File: config.mk
export PLATFORM = sky130hd
export DESIGN_NAME = svm_feature_feeder
export DESIGN_NICKNAME = d
export VERILOG_FILES = /design/src/rtl/svm_feed_pkg.sv /design/src/rtl/svm_feature_frame_buf.sv /design/src/rtl/svm_feature_feeder.sv
export SDC_FILE = /design/constraint.sdc
export NUM_CORES = 1
export LEC_CHECK = 0
export ABC_AREA = 1
export CORE_MARGIN = 3
export CORE_UTILIZATION = 30
export DETAILED_ROUTE_END_ITERATION = 10
export PLACE_DENSITY = 0.46
export RECOVER_POWER = 100
export SYNTH_ARGS = -nofsm -noshare
export SYNTH_HDL_FRONTEND = slang
export SYNTH_HIERARCHICAL = 1
export SYNTH_SLANG_ARGS = --single-unit
File: constraint.sdc
create_clock -name clk -period 4.9 [get_ports clk]
set_clock_uncertainty 0.1 [all_clocks]
set_input_delay 0.98 -clock clk [delete_from_list [all_inputs] [get_ports clk]]
set_output_delay 0.98 -clock clk [all_outputs]
set_load 0.03 [all_outputs]
File: src/rtl/svm_feed_pkg.sv
// svm_feed_pkg: shared types and lane helper for the SVM feature feeder
package svm_feed_pkg;
  typedef enum logic {MOD_VALENCE = 1'b0, MOD_AROUSAL = 1'b1} modality_e;
  typedef enum logic {W_VAL = 1'b0, W_ARO = 1'b1} wr_state_e;
  function automatic int lane_lo(input int j, input int nbits);
    return j * nbits;
  endfunction
endpackage

File: src/rtl/svm_feature_frame_buf.sv
// svm_feature_frame_buf: one ping-pong vector buffer with full flag and modality tag
module svm_feature_frame_buf
  import svm_feed_pkg::*;
#(
  parameter int NBITS       = 16,
  parameter int F_WIDTH     = 10,
  parameter int LOG_F_WIDTH = $clog2(F_WIDTH)
) (
  input  logic                     clk,
  input  logic                     rst,
  input  logic                     wr_en,
  input  logic [LOG_F_WIDTH-1:0]   wr_idx,
  input  logic [NBITS-1:0]         wr_data,
  input  logic                     set_full,
  input  modality_e                set_mod,
  input  logic                     clear_full,
  output logic [NBITS*F_WIDTH-1:0] data,
  output logic                     full,
  output modality_e                modality
);
  logic [NBITS*F_WIDTH-1:0] lanes_q, lanes_d;
  logic                     full_q, full_d;
  modality_e                mod_q, mod_d;
  always_comb begin
    lanes_d = lanes_q;
    if (wr_en) lanes_d[lane_lo(int'(wr_idx), NBITS) +: NBITS] = wr_data;
    full_d = set_full ? 1'b1 : clear_full ? 1'b0 : full_q;
    mod_d  = set_full ? set_mod : mod_q;
  end
  always_ff @(posedge clk or negedge rst) begin
    if (!rst) begin
      lanes_q <= '0;
      full_q  <= 1'b0;
      mod_q   <= MOD_VALENCE;
    end else begin
      lanes_q <= lanes_d;
      full_q  <= full_d;
      mod_q   <= mod_d;
    end
  end
  assign data     = lanes_q;
  assign full     = full_q;
  assign modality = mod_q;
endmodule

File: src/rtl/svm_feature_feeder.sv
// svm_feature_feeder: packs serial features into ping-pong valence/arousal vectors for the SVM
module svm_feature_feeder
  import svm_feed_pkg::*;
#(
  parameter int NBITS       = 16,
  parameter int F_WIDTH     = 10,
  parameter int LOG_F_WIDTH = $clog2(F_WIDTH),
  parameter int CNT_BITS    = 16
) (
  input  logic                     clk,
  input  logic                     rst,
  input  logic [NBITS-1:0]         s_feature,
  input  logic                     s_valid,
  input  logic                     s_last,
  output logic                     s_ready,
  output logic [NBITS*F_WIDTH-1:0] in_features,
  output logic                     fin_valid,
  input  logic                     fin_ready,
  output logic                     fout_modality,
  output logic [CNT_BITS-1:0]      entries_sent,
  output logic                     frame_err
);
  logic [NBITS*F_WIDTH-1:0] buf_data [2];
  logic [1:0]               buf_full;
  modality_e                buf_mod [2];
  logic                     wr_sel_q, wr_sel_d, rd_sel_q, rd_sel_d;
  logic [LOG_F_WIDTH-1:0]   idx_q, idx_d;
  wr_state_e                state_q, state_d;
  logic [CNT_BITS-1:0]      cnt_q, cnt_d;
  logic                     err_q, err_d;
  logic                     acc, last_lane, done, fire;
  assign s_ready       = !buf_full[wr_sel_q];
  assign fin_valid     = buf_full[rd_sel_q];
  assign in_features   = buf_data[rd_sel_q];
  assign fout_modality = buf_mod[rd_sel_q];
  assign entries_sent  = cnt_q;
  assign frame_err     = err_q;
  assign acc       = s_valid && s_ready;
  assign last_lane = idx_q == LOG_F_WIDTH'(F_WIDTH - 1);
  assign done      = acc && last_lane;
  assign fire      = fin_valid && fin_ready;
  for (genvar g = 0; g < 2; g++) begin : g_buf
    svm_feature_frame_buf #(.NBITS(NBITS), .F_WIDTH(F_WIDTH), .LOG_F_WIDTH(LOG_F_WIDTH)) u_buf (
      .clk       (clk),
      .rst       (rst),
      .wr_en     (acc && wr_sel_q == 1'(g)),
      .wr_idx    (idx_q),
      .wr_data   (s_feature),
      .set_full  (done && wr_sel_q == 1'(g)),
      .set_mod   (state_q == W_ARO ? MOD_AROUSAL : MOD_VALENCE),
      .clear_full(fire && rd_sel_q == 1'(g)),
      .data      (buf_data[g]),
      .full      (buf_full[g]),
      .modality  (buf_mod[g])
    );
  end
  always_comb begin
    idx_d    = acc ? (last_lane ? '0 : idx_q + 1'b1) : idx_q;
    wr_sel_d = wr_sel_q ^ done;
    state_d  = done ? (state_q == W_VAL ? W_ARO : W_VAL) : state_q;
    rd_sel_d = rd_sel_q ^ fire;
    cnt_d    = cnt_q + ((fire && fout_modality) ? CNT_BITS'(1) : CNT_BITS'(0));
    err_d    = err_q | (acc && (s_last != (last_lane && state_q == W_ARO)));
  end
  always_ff @(posedge clk or negedge rst) begin
    if (!rst) begin
      idx_q    <= '0;
      wr_sel_q <= 1'b0;
      state_q  <= W_VAL;
      rd_sel_q <= 1'b0;
      cnt_q    <= '0;
      err_q    <= 1'b0;
    end else begin
      idx_q    <= idx_d;
      wr_sel_q <= wr_sel_d;
      state_q  <= state_d;
      rd_sel_q <= rd_sel_d;
      cnt_q    <= cnt_d;
      err_q    <= err_d;
    end
  end
endmodule

* Word-level counts from Yosys, hierarchy flattened *
Index checks and enable logic that the tools add are counted.

storage, ports and cells
  memories kept = 0
  output and inout bits = 180
  RAM bits = 0
  ROM bits = 0
  bits in latches = 0
  input port bits = 21
  logic and storage cells = 63
  register bits after elaboration = 348

operators by class
  shift operators = 2
  add/subtract/negate cells = 3
  bitwise operators = 6
  magnitude comparators = 3
  divide/modulo/power cells = 0
  equality and inequality tests = 2
  multiply operators = 0
  mux-type cells = 20
  reductions and logical operators = 15

operators by type and width
  cell                                                                        count
  160-bit 2-to-1 mux                                                          3
  160-bit bitwise mux                                                         2
  16-bit by 33-bit variable shift with 160-bit output (first input constant)  1
  16-bit by 33-bit indexed part select with 160-bit output                    1
  8-bit negation with 33-bit output                                           1
  16-bit by 1-bit adder with 16-bit output                                    1
  1-bit 2-to-1 mux                                                            14
  1-bit logical AND                                                           12
  4-bit by 1-bit adder with 4-bit output (second input constant)              1
  4-bit equality test (second input constant)                                 1
  1-bit by 2-bit < comparator with 1-bit output (second input constant)       2
  4-bit 2-to-1 mux                                                            1
  2-bit nonzero test                                                          2
  2-bit greater-or-equal comparator (second input constant)                   1
  1-bit inverter                                                              2
  1-bit inverter with 2-bit output                                            1
  1-bit bitwise XOR                                                           2
  1-bit logical NOT                                                           1
  1-bit != test                                                               1
  1-bit OR                                                                    1

* Depth between registers and ports, before layout *
Gate-level depths: netlist (run 1).

  word-level depth = 7
  mapped depth = 13
  mapped depth without buffers = 12

* Hierarchy *
The synthesis (run 1) kept the hierarchy.

modules (own cells, without submodules)
  module                                   area each (um^2)  instances  cells each  seq. area each (um^2)
  svm_feature_frame_buf at g_buf[0].u_buf  7800.0            1          980         4053.9
  svm_feature_frame_buf at g_buf[1].u_buf  7796.2            1          1012        4053.9
  svm_feature_feeder                       3331.9            1          663         600.6

* Worst setup path before layout (run 1) *
Ideal clock, no wire load.

  kind = input-to-reg
  start = input port s_valid
  end = register g_buf[1].u_buf.lanes_q[102]
  stages = 10
  arrival = 2277 ps
  required time = 4684 ps
  buffers on the path = 1
  setup time = 116 ps
  slack = 2406 ps
  cells stage by stage = nand3_4 nor2_1 nand2_1 inv_1 nand2_1 nor2_8 nand3_2 clkbuf_1 nand2_1 nand2_1

on the way
  word-level cells in the longest chain between the ends = 2

ends and longest elaborated chain
  item                  line                         source
  from (decl)           svm_feature_feeder.sv:13     input logic s_valid,
  1-bit logical AND     svm_feature_feeder.sv:38     assign acc = s_valid && s_ready;
  1-bit logical AND     svm_feature_feeder.sv:46     .wr_en (acc && wr_sel_q == 1'(g)),
  to (signal assigned)  svm_feature_frame_buf.sv:36  lanes_q <= lanes_d;
  to (decl)             svm_feature_frame_buf.sv:21  logic [NBITS*F_WIDTH-1:0] lanes_q, lanes_d;

Every way passes these cells.
A chain may end at the register's enable or synchronous reset.

* Final worst setup path (run 1) *
  start = register rd_sel_q
  end = output port in_features[2]

on the way
  word-level cells in the longest chain between the ends = 4

ends and longest elaborated chain
  item                                                    line                      source
  from (decl)                                             svm_feature_feeder.sv:26  logic wr_sel_q, wr_sel_d, rd_sel_q, rd_sel_d;
  from (signal assigned)                                  svm_feature_feeder.sv:77  rd_sel_q <= rd_sel_d;
  1-bit inverter with 2-bit output (not written as such)  svm_feature_feeder.sv:34  assign in_features = buf_data[rd_sel_q];
  160-bit 2-to-1 mux (not written as such) (3 in series)  svm_feature_feeder.sv:34
  to (decl)                                               svm_feature_feeder.sv:16  output logic [NBITS*F_WIDTH-1:0] in_features,

Every way passes these cells. The select of a mux whose other input is x is not followed.

==> results of run 1 <==
sequential cells by signal (all words and copies together) (netlist names):
name                  cells
entries_sent             16
frame_err                 1
g_buf.u_buf/data        320
g_buf.u_buf/full          2
g_buf.u_buf/modality      2
idx_q                     4
rd_sel_q                  1
state_q                   1
wr_sel_q                  1
path summary, 6_finish.rpt:
path	start	end	slack (ns)
setup / recovery	rd_sel_q$_DFF_PN0_	in_features[2]	0.57
hold / removal	g_buf[1].u_buf/data[4]$_DFFE_PN0P_	g_buf[1].u_buf/data[4]$_DFFE_PN0P_	0.37
setup reg to reg	idx_q[0]$_DFFE_PN0N_	g_buf[1].u_buf/data[26]$_DFFE_PN0P_	0.64
hold reg to reg	g_buf[1].u_buf/data[4]$_DFFE_PN0P_	g_buf[1].u_buf/data[4]$_DFFE_PN0P_	0.37
max in group asynchronous	rst	g_buf[1].u_buf/data[43]$_DFFE_PN0P_	1.76
min in group asynchronous	rst	entries_sent[11]$_DFF_PN0_	0.38
worst min-delay path, stage by stage, from the launching register on:
cell and delay, ns:
dfrtp_1 0.34, nand2_1 0.05, nand2_1 0.05
cell type report:
| class | count | area share |
|---|---|---|
| Inverter | 128 | 0.0209 |
| Multi-Input combinational cell | 2021 | 0.385 |
| Sequential cell | 348 | 0.380 |
| Clock inverter | 16 | 0.00845 |
| Timing Repair Buffer | 250 | 0.104 |
| Tap cell | 837 | 0.0456 |
| Clock buffer | 61 | 0.0565 |
placed cells by master (no fill, tap or decap), types with 18 or more instances in the layout:
cell and count:
o21ai_0 108, inv_1 117, clkdlybuf4s50_1 23, nor3_1 27, dlygate4sd3_1 176, o21bai_1 34
dfrtp_1 347, nand4_1 18, buf_4 42, clkbuf_16 45, nor2_1 253, nand3_1 241
nand2_1 1249
per-stage QoR:
stage	instance area [sq um]	cells	power (mW)	util	setup WS, ns
5_1_grt	23000	3661	16.2	0.370	0.399
3_3_place_gp	21600	3584	12.2	0.348	1.15
4_1_cts	23100	3661	15.7	0.372	0.849
2_1_floorplan	18900	2655	9.30	-	2.41
6_report	23000	3661	15.3	0.370	0.572
3_5_place_dp	21600	3584	12.2	0.348	1.20
where the power goes:
part	internal [mW]	switching (mW)
Clock	2.05	1.33
Combinational	1.97	5.89
Sequential	3.58	0.450
metal layers:
metal	global-route usage	part of all wire	vias up
met2	0.333	0.45	573
li1	-	-	8550
met5	0	0	-
met3	0.0323	0.065	90
met4	0.0617	0.025	0
met1	0.304	0.46	8529
cells by family after synthesis:
group	Yosys count	share of synthesized area
multiplexers	2	0.00119
flip-flops	348	0.460
adder cells (fa/ha/maj)	14	0.00925
buffers and inverters	286	0.0698
AND/OR/NAND/NOR	1837	0.407
XOR/XNOR	14	0.00727
AO/OA/AOI/OAI	154	0.0455
==> reports/qor.csv, run 1 <==
metric,value,unit
power.leakage,12.2,nW
core_area,62100,sq um
powerDensity,665,nW/um^2
yosysSeqAreaShare,0.460,
crit_type,flip-flop to output pin,
die_area,66100,sq um
synth.most_common_cell,nand2_1,
peakVddDrop,482,uV
antenna-diode-count,0,
failed_checks,"capacitance limit, slew limit",
dr.pass1.iters,6,
synth_top_area_frac,0.460,
route.vias.total,17700,
final_layout_size_suffix_gt1_frac,0.0659,
ys.flop_type,dfrtp_1,
drcViolationCount,0,
slowest_delay,0.77,ns
clockRootBuffer,clkbuf_16,
r2r_cells,10,
yosysUniqueCellTypes,38,
critPathRequiredTime,3.82,ns
num-fill-cells,6629,
wirelength,71.3,mm
htree_levels,2,
crit_path_end_kind,output pin,
hold_class,flip-flop to flip-flop,
synth.avg_cell_area,7.13,sq um
grt_pass1_vias,17500,
clock_sinks,348,
seq_area,8710,sq um
synthTopCellsByCount,"1247 x nand2_1, 348 x dfrtp_1, 249 x nor2_1, 240 x nand3_1, 115 x inv_1",
max_slew.worst_pin.slew,1.97,ns
synthesis.area,18900,sq um
ioPinCount,201,
dpl.hpwl,47.2,mm
crit_top_cell,nand2_1,
syn-instance-count,2655,
insertion_delay,0.59,ns
drtIter0Drc,1409,
worstPathCellList,"inv_2, buf_4, nand2_1, nand2_1, dlygate4sd3_1",
cts.reportedPaths.clkPinSlew,0.06,ns
path_delay_family,buffers and inverters,
clock_path_buffers,3,
cp.depth,5,
setup_viol,0,
yosys_register_bits,348,
start_util,0.305,
period_needed,4.33,ns
cts_inserted_buffers,44,
multi_input_area,8830,sq um
finalMaxSlewViolations,241,
antenna_found_initial,1,
cp_slowest_cell,dlygate4sd3_1,
cts_tree,built,
path_max_fanout,44,
fin_tns_setup,0,ns
critPathArrivalTime,3.25,ns
syn_to_final_growth,21.3,%
synth_fp_nets,2690,
status,finished with violations,
antenna_left,0,
hold_buffers,0,
rsz0062_at_grt,no,
post_cts_resize_count,0,
grt_usage,0.213,
io_buffer_count,200,
fin_crit_sh,0.883,
synth_top_area_cell,dfrtp_1,
grt_overflow,0,
max_slew_margin,-0.311,
synth_area_leaders,"dfrtp_1 46%, nand2_1 25%, nand3_1 6.3%",
fmax,0.231,GHz
grt_max_degree,165,
post_drt_wl_per_cell,19.5,microns
holdPathStages,2,
synth-edff-count,0,
nets,2828,
hold_viol,0,
rows,91,
die_w,257,microns
maxCapViolations,4,
holdWs,0.372,ns
synthArstFlopShare,1.00,
globalplace.congestion,0.828,
die_h,257,microns
start_kind,flip-flop,
yosys_warnings,6,
grt_pass1_wl,109,mm
vias_per_cell,4.85,
cts_setup_buffers,0,
path_buf_inv,3,
(Power assumes the default switching activity.)
==> run 2, diff against run 1 <==
SYNTH_HIERARCHICAL = default   (was 1)
==> run 2 against run 1 <==
  * The run still ends with capacitance limit, slew limit left
  * Critical endpoint is now in_features[37]
  * Critical path type unchanged
  * Global-route usage fell by 2.6 points
  * Core utilization rose by 0.49 points
  * Sequential share of layout area rose by 5.9 points
  * Worst setup slack got worse by 0.056 ns
==> reports/qor.csv, run 2 <==
metric,value,unit,change
status,finished with violations,,
failed_checks,"capacitance limit, slew limit",,
synth.most_common_cell,nand2_1,,
whs_endpoint,g_buf[0].u_buf.data[144]$_DFFE_PN0P_,,
fin_crit_sh,0.895,,+0.0115
globalplace.congestion,0.787,,-5.0%
synth_top_area_cell,dfrtp_1,,
gr-max-usage-layer,met2,,
synth_fp_nets,2019,,-25%
cts_inserted_buffers,42,,-4.5%
synth.avg_cell_area,8.13,sq um,+14%
yosys.area_share.simple,0.301,,-0.106
fin_area,19900,sq um,-13%
die_h,238,microns,-7.4%
dpl.hpwl,35.8,mm,-24%
htree_levels,2,,unchanged
nets,2155,,-24%
max_slew.worst_pin.slew,3.14,ns,+1.17 ns
synth_area_leaders,"dfrtp_1 54%, nand2_1 21%, o21ai_1 5.9%",,
route.vias.total,13800,,-22%
yosys_warnings,0,,-6
insertion_delay,0.54,ns,-0.05 ns
cts_setup_buffers,0,,unchanged
hold_class,flip-flop to flip-flop,,
grt_max_degree,149,,-9.7%
critPathRequiredTime,3.82,ns,about the same
fin_tns_setup,0,ns,unchanged
die_w,238,microns,-7.4%
r2r_start,idx_q[0]$_DFFE_PN0P_,,
fmax,0.228,GHz,-1.3%
antenna-diode-count,0,,unchanged
drtIter0Drc,1060,,-25%
post_dp_cell_area,18600,sq um,-14%
max_slew_margin,-1.09,,-0.782
num-fill-cells,5512,,-17%
peakVddDrop,473,uV,-2.0%
yosys_register_bits,348,,unchanged
antenna_found_initial,0,,-1
antenna_left,0,,unchanged
syn_to_final_growth,22.9,%,
dr.pass1.iters,5,,-1
holdPathStages,2,,unchanged
synth-compound-area-share,0.0846,,+0.0390
grt_usage,0.187,,-0.0257
die_area,56700,sq um,-14%
power.leakage,9.87,nW,-19%
synth.mux.area_fraction,0,,-0.00119
setup_viol,0,,unchanged
start_util,0.305,,about the same
clock_path_buffers,3,,unchanged
mostFrequentLayoutCell,nand2_1,,
largest_reg_flops,320,,unchanged
yosysUniqueCellTypes,34,,-11%
synth_top_area_frac,0.539,,+0.0789
crit_path_end_kind,output pin,,
cts.reportedPaths.clkPinSlew,0.06,ns,about the same
use_met3,0.0340,,+0.00170
drcViolationCount,0,,unchanged
final_layout_size_suffix_gt1_frac,0.0548,,-0.0111
ys.flop_type,dfrtp_1,,
grt_pass1_wl,82.6,mm,-24%
synthesis.area,16200,sq um,-15%
r2r_slack,0.73,ns,+0.09 ns
post_cts_resize_count,0,,unchanged
worstHoldStart,g_buf[0].u_buf.data[144]$_DFFE_PN0P_,,
synthArstFlopShare,1.00,,unchanged
synth-edff-count,0,,unchanged
post_drt_wl_per_cell,18.8,microns,-3.6%
core_area,53000,sq um,-15%
vias_per_cell,4.86,,+0.31%
finalMaxSlewViolations,118,,-51%
r2r_cells,8,,-2
critPathArrivalTime,3.30,ns,+0.05 ns
syn-instance-count,1988,,-25%
synthTopCellsByCount,"887 x nand2_1, 348 x dfrtp_1, 190 x o21ai_1, 82 x nand4_1, 71 x o21ai_0",,
grt_overflow,0,,unchanged
maxCapViolations,1,,-3
rows,84,,-7.7%
start_kind,flip-flop,,
hold_viol,0,,unchanged
synth_fa_ha_area_frac,0.00774,,-0.00151
rr_endpoint,g_buf[1].u_buf.data[87]$_DFFE_PN0P_,,
io_buffer_count,200,,unchanged
powerDensity,633,nW/um^2,-4.8%
wirelength,53.3,mm,-25%
grt_pass1_vias,13300,,-24%
cts_tree,built,,
rsz0062_at_grt,no,,
period_needed,4.38,ns,+0.0562 ns
clockRootBuffer,clkbuf_16,,
synth_top_family_by_area,simple AND/OR/NAND/NOR gates,,
mostFrequentLayoutCells,"888 x nand2_1, 347 x dfrtp_1, 242 x o21ai_0",,
met2_usage,0.286,,-0.0472
hold_buffers,0,,unchanged
synth_xor_area_frac,0.00983,,+0.00256
ioPinCount,201,,unchanged
crit_type,flip-flop to output pin,,
use_met1,0.274,,-0.0298
yosysSeqAreaShare,0.539,,+0.0789
clock_sinks,348,,unchanged
path_max_fanout,35,,-20%
[run 2: cell types whose count changed in the layout (fill, tap and decap cells not counted), moves of 8 or more]
cell / previous run / this run
nor2_1: 253 / 28
clkbuf_1: 7 / 17
nor2_2: 10 / 2
nand3_1: 241 / 65
o21ai_0: 108 / 242
o21ai_1: 9 / 19
buf_4: 42 / 12
inv_1: 117 / 68
nand4_1: 18 / 83
nor4_1: 0 / 11
o21bai_1: 34 / 2
nand2_1: 1249 / 888
nor3_1: 27 / 40
[run 2: worst max-delay path by stage]
stage / start / end / depth (start not counted)
floorplan: idx_q[0]$_DFFE_PN0P_ / g_buf[1].u_buf.data[10]$_DFFE_PN0P_ / 10
global placement: rd_sel_q$_DFF_PN0_ / in_features[93] / 5
detailed placement: idx_q[0]$_DFFE_PN0P_ / g_buf[1].u_buf.data[144]$_DFFE_PN0P_ / 8
CTS: rd_sel_q$_DFF_PN0_ / in_features[93] / 5
global route: rd_sel_q$_DFF_PN0_ / in_features[53] / 5
finish: rd_sel_q$_DFF_PN0_ / in_features[37] / 5
[run 2: final cells by class]
class / count / area (sq um) / share of cell area
clock buffers: 65 / 1230 / 0.0619
multi-input cells: 1432 / 6430 / 0.324
repair buffers: 225 / 2210 / 0.111
flip-flops and latches: 348 / 8710 / 0.439
well taps: 688 / 861 / 0.0434
inverters: 75 / 288 / 0.0145
clock inverters: 10 / 129 / 0.00649
[run 2: per-stage QoR]
step	setup WS [ns]	hold WS, ns	cells	total power, mW	utilization
after floorplan	2.19	0.342	1988	7.69	-
after global placement	1.25	0.350	2768	9.84	0.352
after detailed placement	1.17	0.358	2768	9.91	0.352
after CTS	0.648	0.372	2843	13.1	0.377
after global routing	0.293	0.385	2843	13.4	0.375
final	0.515	0.367	2843	12.6	0.375
[run 2: report_power, final]
| group | switching, mW | internal, mW | leakage [nW] |
|---|---|---|---|
| combinational | 3.93 | 1.45 | 4.51 |
| clock | 1.23 | 1.88 | 0.668 |
| sequential | 0.479 | 3.59 | 4.69 |
[run 2: cell families after synthesis]
logic type,count (synthesis)
AOI/OAI and AO/OA,269
and+or+nand+nor,1137
xor gates and xnor gates,16
adders and majority gates,10
DFF,348
buffers and inverters,208
[run 2: per-layer routing]
layer | part of all wire | up-vias
li1 | - | 6708
met3 | 0.052 | 79
met5 | 0 | -
met2 | 0.45 | 375
met4 | 0.024 | 0
met1 | 0.48 | 6659
[run 2: critical path: stages, from the launching register on]
cell           delay (ns)
dfrtp_4              0.68
inv_4                0.42
clkbuf_2             0.65
nand2_1              0.11
nand2_1              0.14
dlygate4sd3_1        0.76
